==> config.mk <==
export PLATFORM = sky130hd
export DESIGN_NAME = pot_hist_reg
export DESIGN_NICKNAME = d
export VERILOG_FILES = /design/src/rtl/pot_hist_reg.sv
export SDC_FILE = /design/constraint.sdc
export NUM_CORES = 1
export LEC_CHECK = 0
export CAP_MARGIN = 30
export CORE_MARGIN = 5
export CORE_UTILIZATION = 35
export CTS_CLUSTER_DIAMETER = 60
export DETAILED_ROUTE_END_ITERATION = 7
export SETUP_SLACK_MARGIN = 0.3
export SYNTH_ARGS = -nofsm -noshare
export SYNTH_HDL_FRONTEND = slang
export SYNTH_SLANG_ARGS = --single-unit
==> constraint.sdc <==
create_clock -name clk -period 7.1 [get_ports clk]
set_input_delay 1.065 -clock clk [delete_from_list [all_inputs] [get_ports clk]]
set_output_delay 1.065 -clock clk [all_outputs]
set_load 0.03 [all_outputs]
==> src/rtl/pot_hist_reg.sv <==
// Power-sample history register for the P&O datapath: keeps current/previous
// samples, a hysteresis-qualified signed delta and a DEPTH-sample moving average.
module pot_hist_reg #(
    parameter int unsigned W     = 12,
    parameter int unsigned DEPTH = 4,
    parameter int unsigned LOG2D = 2
) (
    input  logic           clk,
    input  logic           rst,
    input  logic           clr,
    input  logic           p_valid,
    input  logic [W-1:0]   p,
    input  logic [W-1:0]   hyst,
    output logic [W-1:0]   pot_act,
    output logic [W-1:0]   pot_ant,
    output logic [W:0]     delta,
    output logic           inc,
    output logic           dec,
    output logic           eq,
    output logic           cmp_valid,
    output logic [W-1:0]   pot_avg,
    output logic           hist_full,
    output logic           out_valid
);

    localparam logic [LOG2D:0] CNT_MAX = (LOG2D+1)'(DEPTH);
    localparam logic [LOG2D:0] CNT_TWO = (LOG2D+1)'(2);

    logic [W-1:0]       r_hist [DEPTH];
    logic [W+LOG2D-1:0] r_sum;
    logic [LOG2D:0]     r_cnt;
    logic [W-1:0]       r_act;
    logic [W-1:0]       r_ant;
    logic [W:0]         r_delta;
    logic               r_inc;
    logic               r_dec;
    logic               r_eq;
    logic               r_cmp_valid;
    logic [W-1:0]       r_avg;
    logic               r_full;
    logic               r_out_valid;

    logic [W:0]          w_delta;
    logic signed [W+1:0] w_dx;
    logic signed [W+1:0] w_hx;
    logic                w_inc;
    logic                w_dec;
    logic [W+LOG2D-1:0]  w_sum_next;
    logic [LOG2D:0]      w_cnt_next;

    always_comb begin
        w_delta    = {1'b0, p} - {1'b0, r_act};
        // one extra bit so that -hyst is representable for any W-bit hyst
        w_dx       = signed'({w_delta[W], w_delta});
        w_hx       = signed'({2'b00, hyst});
        w_inc      = (w_dx > w_hx);
        w_dec      = (w_dx < -w_hx);
        w_sum_next = r_sum + {{LOG2D{1'b0}}, p} - {{LOG2D{1'b0}}, r_hist[DEPTH-1]};
        w_cnt_next = (r_cnt == CNT_MAX) ? r_cnt : r_cnt + 1'b1;
    end

    always_ff @(posedge clk) begin
        if (rst || clr) begin
            for (int unsigned i = 0; i < DEPTH; i++) begin
                r_hist[i] <= '0;
            end
            r_sum       <= '0;
            r_cnt       <= '0;
            r_act       <= '0;
            r_ant       <= '0;
            r_delta     <= '0;
            r_inc       <= 1'b0;
            r_dec       <= 1'b0;
            r_eq        <= 1'b1;
            r_cmp_valid <= 1'b0;
            r_avg       <= '0;
            r_full      <= 1'b0;
            r_out_valid <= 1'b0;
        end else begin
            r_out_valid <= p_valid;
            if (p_valid) begin
                r_hist[0] <= p;
                for (int unsigned i = 1; i < DEPTH; i++) begin
                    r_hist[i] <= r_hist[i-1];
                end
                r_sum       <= w_sum_next;
                r_cnt       <= w_cnt_next;
                r_ant       <= r_act;
                r_act       <= p;
                r_delta     <= w_delta;
                r_inc       <= w_inc;
                r_dec       <= w_dec;
                r_eq        <= ~(w_inc | w_dec);
                r_cmp_valid <= (w_cnt_next >= CNT_TWO);
                r_avg       <= w_sum_next[W+LOG2D-1:LOG2D];
                r_full      <= (w_cnt_next == CNT_MAX);
            end
        end
    end

    assign pot_act   = r_act;
    assign pot_ant   = r_ant;
    assign delta     = r_delta;
    assign inc       = r_inc;
    assign dec       = r_dec;
    assign eq        = r_eq;
    assign cmp_valid = r_cmp_valid;
    assign pot_avg   = r_avg;
    assign hist_full = r_full;
    assign out_valid = r_out_valid;

endmodule

* Word level (Yosys, flattened, before mapping)
Memories as Yosys holds them, arrays and structs flattened.
Index checks and enable logic that the tools add are counted.
** Word-level totals
- Flip-flop bits (word level) :: 72
- RAM bits :: 48
- Bits of input ports :: 28
- Output and inout bits :: 55
- Word-level logic and storage cells :: 40
- Memories :: 1
** Operators by class
- Add/sub/neg operators :: 5
- $lt $le $gt $ge :: 3
- Eq/ne operators :: 2
- Mux-type cells :: 10
- Bitwise logic cells :: 6
- Reduce and logical (&&, ||, !) cells :: 1
** Memories
- r_hist :: words 4, bits a word 12, rd ports 4, clocked after memory_dff 0, write ports 4, line 29 : logic [W-1:0] r_hist [DEPTH];
** Operator list (number)
- 2-to-1 mux 12 bit :: 4
- adder 14 x 12 -> 14 bit :: 1
- less-than comparator 13 x 14 -> 1 bit :: 1
- negation 12 -> 14 bit :: 1
- subtractor 14 x 12 -> 14 bit :: 1
- greater-than comparator 13 bit :: 1
- subtractor 12 x 12 -> 13 bit :: 1
- equality test 3 bit, second input constant :: 2
- 2-to-1 mux 1 bit :: 5
- OR 1 bit :: 5
- adder 3 x 1 -> 3 bit, second input constant :: 1
- greater-or-equal comparator 3 x 2 -> 1 bit, second input constant :: 1
- 2-to-1 mux 3 bit :: 1
- logical OR 1 bit :: 1
- inverter 1 bit :: 1

* Logic depth before layout (Yosys ltp)
Gate-level depths: netlist (run 1).
- Depth after elaboration :: 4
- Mapped depth :: 17

* Least setup slack after synthesis (run 1)
Ideal clock, no wire load.
- Path kind :: input-to-reg
- Start point :: in p[0]
- End point :: reg r_eq (netlist: eq)
- Setup time :: 0.114 ns
- Arrival :: 3.976 ns
- Slack :: 3.010 ns
- Cell stages on the path :: 16
- Path buffers :: 0
- Path through :: inv_1 -> ha_1 -> fa_1 -> nand2b_1 -> a211oi_2 -> nor2_1 -> xnor2_1 -> ha_1 -> and4_1 -> nand2_1 -> a21oi_1 -> o22ai_1 -> a221oi_1 -> a31oi_1 -> a311o_1 -> a21bo_1
** On the way
- Word-level cells in the longest chain between the ends :: 4
- Elaborated cells between the ends (all ways) :: 5
- Those cells by class :: add/sub (1); order compare (2); bitwise (2)
** RTL lines
- start: declaration :: line 12 : input logic [W-1:0] p,
- subtractor 12 x 12 -> 13 bit * :: line 52 : w_delta = {1'b0, p} - {1'b0, r_act};
- net w_delta[8] :: line 43 : logic [W:0] w_delta;
- less-than comparator 13 x 14 -> 1 bit or greater-than comparator 13 bit (tied branches) :: line 57, 56
- OR 1 bit * :: line 93 : r_eq <= ~(w_inc | w_dec);
- inverter 1 bit * :: line 93
- end signal: assignment :: line 93
- end: declaration :: line 37 : logic r_eq;
The timed path passes the listed nets; every way through them passes the cells marked *.
A chain may end at the register's enable or synchronous reset.

* Final worst setup path (run 1)
Same ends and word-level chain as after synthesis.

==> impl_metrics.json, run 1 <==
{
  "routed_wl_mm": 15.1,
  "worst_r2r_startpoint": "pot_act[0]$_SDFFE_PP0P_",
  "grt_pass1_vias": 4882,
  "max_slew_margin_pct": 38.5,
  "syn_nets": 744,
  "grt_start_max_net_pins": 49,
  "sw_pwr_mw": 0.517,
  "design_area_um2": 7530,
  "finalWorstSetupSlack_ns": 2.43,
  "cts.clk_slew.worst_paths_ns": 0.08,
  "commonest_non_fill_non_tap_cell_in_the_layout": "sky130_fd_sc_hd__inv_1",
  "power.clock.fraction_pct": 30.7,
  "total_power_mw": 1.66,
  "synth_seq_area_share_pct": 42.1,
  "critPathArrivalTime_ns": 4.92,
  "report.final.hold_viol_count": 0,
  "clock_sink_count": 108,
  "hp-start": "delta[7]$_SDFFE_PP0P_",
  "holdBufCountCts": 0,
  "fin_util_pct": 42.4,
  "post_route_cells_drive_above_1_share_pct": 4.87,
  "setup_total_negative_slack_ns": 0,
  "avgViaCountPerCell": 5.00,
  "leakagePower_nw": 3.28,
  "worst_clock_skew_ns": 0.00635,
  "clk_path_buf_depth": 2,
  "nNetsFinal": 805,
  "share_comb_of_total_power_pct": 27.5,
  "power.share.switching_pct": 31.1,
  "worstSetupStartpoint": "p[0]",
  "cts_resized": 0,
  "netlist_top_cells_area": "sky130_fd_sc_hd__edfxtp_1 (23%), sky130_fd_sc_hd__dfxtp_1 (19%), sky130_fd_sc_hd__ha_1 (10%)",
  "report.final.setup_viol": 0,
  "routed_wire_per_std_cell_um": 15.9,
  "rows": 49,
  "pin_count": 83,
  "grt_setup_unrepaired": "no",
  "dp_hpwl_mm": 11.2,
  "detailedPlace.worstSlack_ns": 2.05,
  "grtUsageTotal_pct": 15.2,
  "post-place-cells": 931,
  "initial_core_util_pct": 35.3,
  "post_dp_cell_area_um2": 7230,
  "synthesis.instances": 652,
  "status": "completed",
  "achievable-frequency_mhz": 214,
  "period_needed_ns": 4.67,
  "cts.htree.levels": 3,
  "die_width_um": 144,
  "final_cell_mix": "sky130_fd_sc_hd__inv_1 (83), sky130_fd_sc_hd__clkdlybuf4s50_1 (81), sky130_fd_sc_hd__nor2_1 (74)",
  "via_count": 4732,
  "route.detailed.drc": 0,
  "yosysTopAreaCell": "sky130_fd_sc_hd__edfxtp_1",
  "layout.area.seq_um2": 2640,
  "netlist_area_before_placement_um2": 6270,
  "synth-edff-count": 48,
  "finalMaxSlewViolations": 0,
  "worst_ir_drop_vdd_v": 0.000120,
  "stdcell_count": 947,
  "hold_path_class": "reg2reg",
  "timing.critical_path.from_type": "input pin",
  "power_density_nw_per_um2": 221,
  "detailedRoute.firstIterationViolations": 239,
  "grt_first_pass_wirelength_mm": 24.9,
  "drt-pass1-iter-count": 4,
  "timing.critical_path.to_type": "register",
  "design.core.area_um2": 17800,
  "synth_seq_cells": 108,
  "power_report.internal_total_mw": 1.15,
  "hold-worst-slack_ns": 0.484,
  "synth_largest_type_area_fraction_pct": 23.0,
  "cp_max_fo": 3,
  "fillers": 1730,
  "number_of_distinct_library_cells_after_synthesis": 58,
  "grt_antenna_before_repair": 0,
  "yosys_most_used_dff": "sky130_fd_sc_hd__dfxtp_1",
  "globalplace.congestion": 0.866,
  "num_antenna_cells": 0,
  "globalRoute.totalOverflow": 0,
  "port_buffers": 82,
  "critPathKind": "in2reg",
  "number_of_buffers_created_by_cts": 9,
  "tritoncts": "done",
  "tcrit_tclk_final_pct": 65.7,
  "die-height_um": 144,
  "sequentialPowerShare_pct": 41.7,
  "multiInputGateArea_um2": 3130,
  "design.die.area_um2": 20700,
  "drv.max_cap_violation_count": 0,
  "synth_warnings": 0,
  "route.antenna.remaining_nets": 0,
  "clock-root-buffer": "sky130_fd_sc_hd__clkbuf_16",
  "worst_slew_pin_slew_ns": 0.922,
  "insertion_delay_ns": 0.35,
  "worst-endpoint-required_ns": 7.35,
  "async_flop_share_pct": 0,
  "layout-area-overhead-vs-synth_pct": 20.1,
  "postCtsSetupBuffers": 0,
  "synth_area_per_cell_um2": 9.62
}
-- kinds of logic (layout without fill, tap and decap cells) --
group | count (synthesis) | in the layout | share of synthesized area (%)
multiplexers | 33 | 33 | 5.29
flip-flops | 108 | 108 | 42.1
AO/OA/AOI/OAI | 104 | 104 | 11.0
XOR/XNOR | 29 | 29 | 4.05
adder cells (fa/ha/maj) | 64 | 64 | 14.3
AND/OR/NAND/NOR | 193 | 193 | 15.3
buffers and inverters | 121 | 187 | 8.00
-- Yosys cell counts (4+ instances only) --
| cell | number |
|---|---|
| sky130_fd_sc_hd__edfxtp_1 | 48 |
| sky130_fd_sc_hd__nor2_1 | 74 |
| sky130_fd_sc_hd__a31oi_1 | 5 |
| sky130_fd_sc_hd__a21oi_1 | 30 |
| sky130_fd_sc_hd__xor2_1 | 7 |
| sky130_fd_sc_hd__buf_4 | 12 |
| sky130_fd_sc_hd__nor2b_1 | 7 |
| sky130_fd_sc_hd__nand2_1 | 27 |
| sky130_fd_sc_hd__clkbuf_1 | 22 |
| sky130_fd_sc_hd__inv_1 | 84 |
| sky130_fd_sc_hd__o21ai_0 | 12 |
| sky130_fd_sc_hd__ha_1 | 51 |
| sky130_fd_sc_hd__a21o_1 | 5 |
| sky130_fd_sc_hd__dfxtp_1 | 60 |
| sky130_fd_sc_hd__xnor2_1 | 22 |
| sky130_fd_sc_hd__and3_1 | 38 |
| sky130_fd_sc_hd__nand3_1 | 9 |
| sky130_fd_sc_hd__o31ai_1 | 4 |
| sky130_fd_sc_hd__nor3_1 | 17 |
| sky130_fd_sc_hd__o21ai_1 | 4 |
| sky130_fd_sc_hd__o211ai_1 | 4 |
| sky130_fd_sc_hd__nand2b_1 | 4 |
| sky130_fd_sc_hd__fa_1 | 13 |
| sky130_fd_sc_hd__o22ai_1 | 14 |
| sky130_fd_sc_hd__a211oi_1 | 4 |
| sky130_fd_sc_hd__mux2i_1 | 32 |
-- layer usage --
layer / up-vias / track usage (%) / routed length, um
met5: - / 0 / 0
met4: 0 / 4.91 / 259
met3: 20 / 3.16 / 760
met1: 2260 / 21.2 / 7290
met2: 96 / 23.4 / 6740
li1: 2356 / - / -
-- worst paths after layout --
kind / to / slack [ns] / depth (start not counted)
setup / recovery: eq$_SDFFE_PP1P_ / 2.43 / 17
setup reg to reg: eq$_SDFFE_PP1P_ / 3.44 / 15
hold / removal: delta[7]$_SDFFE_PP0P_ / 0.48 / 2
hold reg to reg: delta[7]$_SDFFE_PP0P_ / 0.48 / 2
-- power groups by stage --
stage	registers [mW]	logic (mW)	clock network, mW
CTS	0.695	0.462	0.523
detailed placement	0.709	0.459	0
global placement	0.708	0.451	0
floorplan	0.719	0.333	0
global route	0.698	0.520	0.550
finish	0.695	0.458	0.511
-- worst max-delay path: stages --
cell,delay [ns]
sky130_fd_sc_hd__clkdlybuf4s50_1,0.54
sky130_fd_sc_hd__inv_1,0.10
sky130_fd_sc_hd__ha_1,0.24
sky130_fd_sc_hd__fa_1,0.40
sky130_fd_sc_hd__nand2b_1,0.21
sky130_fd_sc_hd__a211oi_2,0.30
sky130_fd_sc_hd__nor2_1,0.13
sky130_fd_sc_hd__xnor2_1,0.19
sky130_fd_sc_hd__ha_1,0.32
sky130_fd_sc_hd__and4_1,0.23
sky130_fd_sc_hd__nand2_1,0.08
sky130_fd_sc_hd__a21oi_1,0.15
sky130_fd_sc_hd__o22ai_1,0.11
sky130_fd_sc_hd__a221oi_1,0.25
sky130_fd_sc_hd__a31oi_1,0.12
sky130_fd_sc_hd__a311o_1,0.34
sky130_fd_sc_hd__a21bo_1,0.17
-- area by class of cell --
| cell class | count | area share (%) |
|---|---|---|
| sequential | 108 | 35.1 |
| timing repair buffer | 87 | 11.4 |
| multi-input combinational | 423 | 41.5 |
| inverter | 84 | 4.19 |
| clock inverter | 4 | 0.399 |
| clock buffer | 12 | 3.56 |
| tap | 229 | 3.80 |
-- registers in the layout, summed over array words and instances, names as in the netlist --
name       cells
dec            1
cmp_valid      1
r_hist        48
delta         13
pot_ant       12
out_valid      1
r_cnt          3
pot_act       12
r_sum         14
eq             1
hist_full      1
inc            1
Power figures use the tool's default switching activity.
==> run 2: changes to the inputs <==
- clock period: 7.1 -> 4.27 ns (I/O delays scaled with it)
==> run 2 against run 1 <==
Effect of this change: hold slack worse by 0.0031 ns; non-clock buffer count increased by 13; wire length fell by 0.61%; cell count is 1.4% higher; count of clock-buffer cells in the layout is 1 lower; flip-flop and latch count stayed put; highest routed layer unchanged.
==> impl_metrics.json, run 2 (same netlist as run 1, synthesis figures left out) <==
{
  "die-height_um": 144,
  "final_cell_mix": "sky130_fd_sc_hd__inv_1 (82), sky130_fd_sc_hd__clkdlybuf4s50_1 (79), sky130_fd_sc_hd__nor2_1 (73)",
  "design.die.area_um2": 20700,
  "post_route_cells_drive_above_1_share_pct": 6.98,
  "groute.layer.met2.usage_pct": 24.7,
  "detailedRoute.firstIterationViolations": 271,
  "stdcell_count": 960,
  "drv.max_cap_violation_count": 0,
  "power.share.switching_pct": 31.4,
  "routed_wire_per_std_cell_um": 15.6,
  "post-place-cells": 942,
  "grt_antenna_before_repair": 0,
  "largest_register_ffs": 48,
  "hold_path_class": "reg2reg",
  "finalMaxSlewViolations": 0,
  "largest-register": "r_hist",
  "rows": 49,
  "grt_setup_unrepaired": "no",
  "cts.clk_slew.worst_paths_ns": 0.07,
  "layout-area-overhead-vs-synth_pct": 22.0,
  "via_count": 4802,
  "sw_pwr_mw": 0.857,
  "globalRoute.totalOverflow": 0,
  "nNetsFinal": 818,
  "grt.busiest_layer": "met2",
  "drt-pass1-iter-count": 4,
  "route.antenna.remaining_nets": 0,
  "worst_ir_drop_vdd_v": 0.000200,
  "timing.critical_path.from_type": "input pin",
  "grt_start_max_net_pins": 43,
  "clock_sink_count": 108,
  "port_buffers": 82,
  "insertion_delay_ns": 0.35,
  "pin_count": 83,
  "avgViaCountPerCell": 5.00,
  "worst-endpoint-required_ns": 4.52,
  "num_antenna_cells": 0,
  "tritoncts": "done",
  "period_needed_ns": 3.81,
  "setup_total_negative_slack_ns": 0,
  "report.final.setup_viol": 0,
  "grtUsageTotal_pct": 14.7,
  "commonest_non_fill_non_tap_cell_in_the_layout": "sky130_fd_sc_hd__inv_1",
  "number_of_buffers_created_by_cts": 9,
  "power_density_nw_per_um2": 356,
  "grt_pass1_vias": 4839,
  "timing.critical_path.to_type": "register",
  "achievable-frequency_mhz": 263,
  "report.final.hold_viol_count": 0,
  "clk_path_buf_depth": 2,
  "initial_core_util_pct": 35.3,
  "leakagePower_nw": 3.35,
  "critPathKind": "in2reg",
  "design.core.area_um2": 17800,
  "critPathArrivalTime_ns": 4.05,
  "routed_wl_mm": 15.0,
  "holdBufCountCts": 0,
  "power.clock.fraction_pct": 28.5,
  "cts.htree.levels": 3,
  "tcrit_tclk_final_pct": 89.2,
  "cp_max_fo": 3,
  "fillers": 1740,
  "use_met3_pct": 3.06,
  "power_report.internal_total_mw": 1.87,
  "max_slew_margin_pct": 57.0,
  "grt_first_pass_wirelength_mm": 24.2,
  "globalplace.congestion": 0.880,
  "dp_hpwl_mm": 11.3,
  "worst_clock_skew_ns": 0.00887,
  "total_power_mw": 2.73,
  "share_comb_of_total_power_pct": 29.1,
  "die_width_um": 144,
  "fin_util_pct": 43.0,
  "worst_slew_pin_slew_ns": 0.645,
  "grt.met1_usage_pct": 19.3,
  "r2r_slack_ns": 0.72,
  "sequentialPowerShare_pct": 42.3,
  "status": "completed",
  "clock-root-buffer": "sky130_fd_sc_hd__clkbuf_16",
  "route.detailed.drc": 0
}
[run 2: changes by cell type in the layout (fill, tap and decap cells not counted), moves of 2 or more]
cell,before,now
sky130_fd_sc_hd__a21oi_1,30,28
sky130_fd_sc_hd__a21oi_2,1,3
sky130_fd_sc_hd__buf_4,4,16
sky130_fd_sc_hd__clkdlybuf4s50_1,81,79
sky130_fd_sc_hd__clkinv_1,0,2
[run 2: power groups by stage]
stage               clock, mW  sequential [mW]  combinational, mW
finish                  0.778             1.15              0.794
global route            0.834             1.16              0.885
CTS                     0.803             1.16              0.791
detailed placement          0             1.18              0.784
global placement            0             1.18              0.763
floorplan                   0             1.20              0.553
[run 2: what timing repair did]
item	in CTS	in global routing
resized for setup	2	8
buffers inserted	0	2
gates cloned	0	0
endpoints found under the setup margin	2	2
pin swaps	0	4
[run 2: worst paths after layout]
kind              depth (start not counted)               endpoint                     from
setup / recovery                         17        eq$_SDFFE_PP1P_                     p[0]
hold / removal                            2  delta[0]$_SDFFE_PP0P_    delta[0]$_SDFFE_PP0P_
setup reg to reg                         16        eq$_SDFFE_PP1P_  pot_act[1]$_SDFFE_PP0P_
hold reg to reg                           2  delta[0]$_SDFFE_PP0P_    delta[0]$_SDFFE_PP0P_
[run 2: worst max-delay path, cell delays in order]
cell                              delay (ns)
sky130_fd_sc_hd__clkdlybuf4s15_1        0.23
sky130_fd_sc_hd__inv_1                  0.09
sky130_fd_sc_hd__ha_1                   0.23
sky130_fd_sc_hd__fa_1                   0.38
sky130_fd_sc_hd__nand2b_4               0.18
sky130_fd_sc_hd__a211oi_4               0.27
sky130_fd_sc_hd__nor2_2                 0.09
sky130_fd_sc_hd__xnor2_2                0.17
sky130_fd_sc_hd__ha_1                   0.32
sky130_fd_sc_hd__and4_1                 0.21
sky130_fd_sc_hd__nand2_1                0.09
sky130_fd_sc_hd__a21oi_2                0.12
sky130_fd_sc_hd__o22ai_1                0.11
sky130_fd_sc_hd__a221oi_1               0.28
sky130_fd_sc_hd__a31oi_1                0.12
sky130_fd_sc_hd__a311o_1                0.34
sky130_fd_sc_hd__a21bo_1                0.17
[run 2: final cells by class]
class,instances,area (um^2),share of cell area [%]
clock buffer,11,233,3.04
clock inverter,5,26.3,0.343
inverter,84,315,4.12
multi-input combinational,423,3160,41.3
timing repair buffer,100,986,12.9
tap,229,287,3.75
sequential,108,2640,34.5
[run 2: metal layers]
layer | share of wire [%] | routed length, um | vias to the layer above
met5 | 0 | 0 | -
met4 | 1.2 | 180 | 0
met3 | 4.2 | 622 | 12
met2 | 47 | 7040 | 81
met1 | 48 | 7120 | 2320
li1 | - | - | 2389
[run 2: per-stage QoR]
stage | setup WS, ns | hold slack, ns | instance area [um^2]
6_report | 0.463 | 0.481 | 7650
5_1_grt | 0.317 | 0.506 | 7650
4_1_cts | 0.331 | 0.482 | 7600
3_5_place_dp | -0.223 | 0.471 | 7340
3_3_place_gp | -0.0886 | 0.463 | 7310
2_1_floorplan | 0.604 | 0.454 | 6270
==> patch (flow settings as in run 2) <==
`DEPTH`: 4 -> 16.
--- a/src/rtl/pot_hist_reg.sv
+++ b/src/rtl/pot_hist_reg.sv
@@ -2,7 +2,7 @@
 // samples, a hysteresis-qualified signed delta and a DEPTH-sample moving average.
 module pot_hist_reg #(
     parameter int unsigned W     = 12,
-    parameter int unsigned DEPTH = 4,
+    parameter int unsigned DEPTH = 16,
     parameter int unsigned LOG2D = 2
 ) (
     input  logic           clk,
Function: changed (Yosys sat finds a counterexample within 4 cycles, from zero or initial values).
==> patch against run 2 <==
Final cell count rose by 55%; die area grew 77%; area after synthesis grew 84%; cell area is 80% higher; critical path depth stayed put; sequential cell count increased by 144; maximum frequency down 0.95%; wire length rose by 57%; worst setup slack worse by 36 ps; power is 110% higher; worst hold slack gained 4.0 ps; utilization fell by 0.76 points; critical path type unchanged; largest cell class is now flip-flops and latches.
==> patch: results (changes against run 2) <==
metric,value,unit,change
drive_gt1_share,9.26,%,+2.3 points
nMultiInputCombCells,552,,+30%
bufAreaShareNonClock,7.72,%,-5.2 points
sequentialPower,2790,uW,+140%
numCtsBuffers,26,,+17
largest_reg_flops,192,,+300%
clk_share,5.90,%,+2.5 points
placed_area,12900,sq um,+76%
track_usage,12.5,%,-2.3 points
ff2ff_path_depth,15,,-1
dp_slack,-157,ps,+65.7 ps
dp_cells,1441,,+53%
synth.distinct_cells,61,,+5.2%
cp_slowest_stage_delay,430,ps,+50 ps
vias_per_cell,4.83,,-3.4%
fin_cells,1489,,+55%
drt-total-wl,23500,um,+57%
p_per_area,421,nW/um^2,+18%
r2r_start,pot_act[0],,
multi_input_area_share,29.4,%,-12 points
place.gp.congestion,0.790,,-10%
worst_pin_slew,769,ps,+125 ps
synth_common_cells,"edfxtp_1 (192), and3_1 (108), inv_1 (84)",,
fillers,3139,,+80%
irDropWorstVdd,285,uV,+43%
clock_skew,11.1,ps,+2.24 ps
status,"finished, final reports clean",,
cts.sinks,252,,+130%
ff_latch_area,6970,sq um,+160%
final_area,13800,sq um,+80%
clk_latency,530,ps,+180 ps
chipWidth,191,um,+33%
arrival,4270,ps,+220 ps
cpMaxStageDelayCell,clkdlybuf4s50_1,,
drt_iter0_drc,492,,+82%
leakagePower,0.00594,uW,+77%
postSynthCellCount,946,,+45%
synth-xor-area-share,2.06,%,-2.0 points
whs,485,ps,+3.97 ps
yosys_most_used_dff,edfxtp_1,,
grt_pass1_vias,6978,,+44%
yosys.area_share.adder,7.96,%,-6.4 points
rr_endpoint,dec,,
crit_family,adder cells,,
hpwlAfterDp,15300,um,+35%
final_nets,1117,,+37%
n_all_buffers,111,,+11%
sw_frac_of_total,25.1,%,-6.3 points
p_clk_share,37.1,%,+8.6 points
grt_max_degree,102,,+140%
synth.area.mux_share,2.35,%,-2.9 points
htreeDepth,1,,-2
synth_nets,1036,,+39%
patch: changes by cell type after synthesis, moves of 8 or more:
| cell | run 2 | this run |
|---|---|---|
| nand2_1 | 27 | 16 |
| and2_1 | 1 | 74 |
| and3_1 | 38 | 108 |
| clkbuf_1 | 22 | 42 |
| a21oi_1 | 30 | 22 |
| edfxtp_1 | 48 | 192 |
patch: worst max-delay path by stage:
stage / end / slack, ps / start
3_3_place_gp: dec / -110 / p[0]
5_1_grt: dec / 280 / p[0]
3_5_place_dp: dec / -160 / p[0]
2_1_floorplan: dec / 540 / p[0]
4_1_cts: dec / 380 / p[0]
6_report: dec / 430 / p[0]
patch: routing by layer:
metal	wire, um	vias to the layer above	track usage, %
met3	1060	29	2.65
met2	10300	123	18.5
met1	11800	3537	19.1
li1	-	3507	-
met4	350	0	1.93
met5	0	-	0
patch: timing repair:
action | in CTS | in global routing
endpoints found under the setup margin | 0 | 7
hold endpoints to repair | 0 | 0
gates resized for setup | 0 | 14
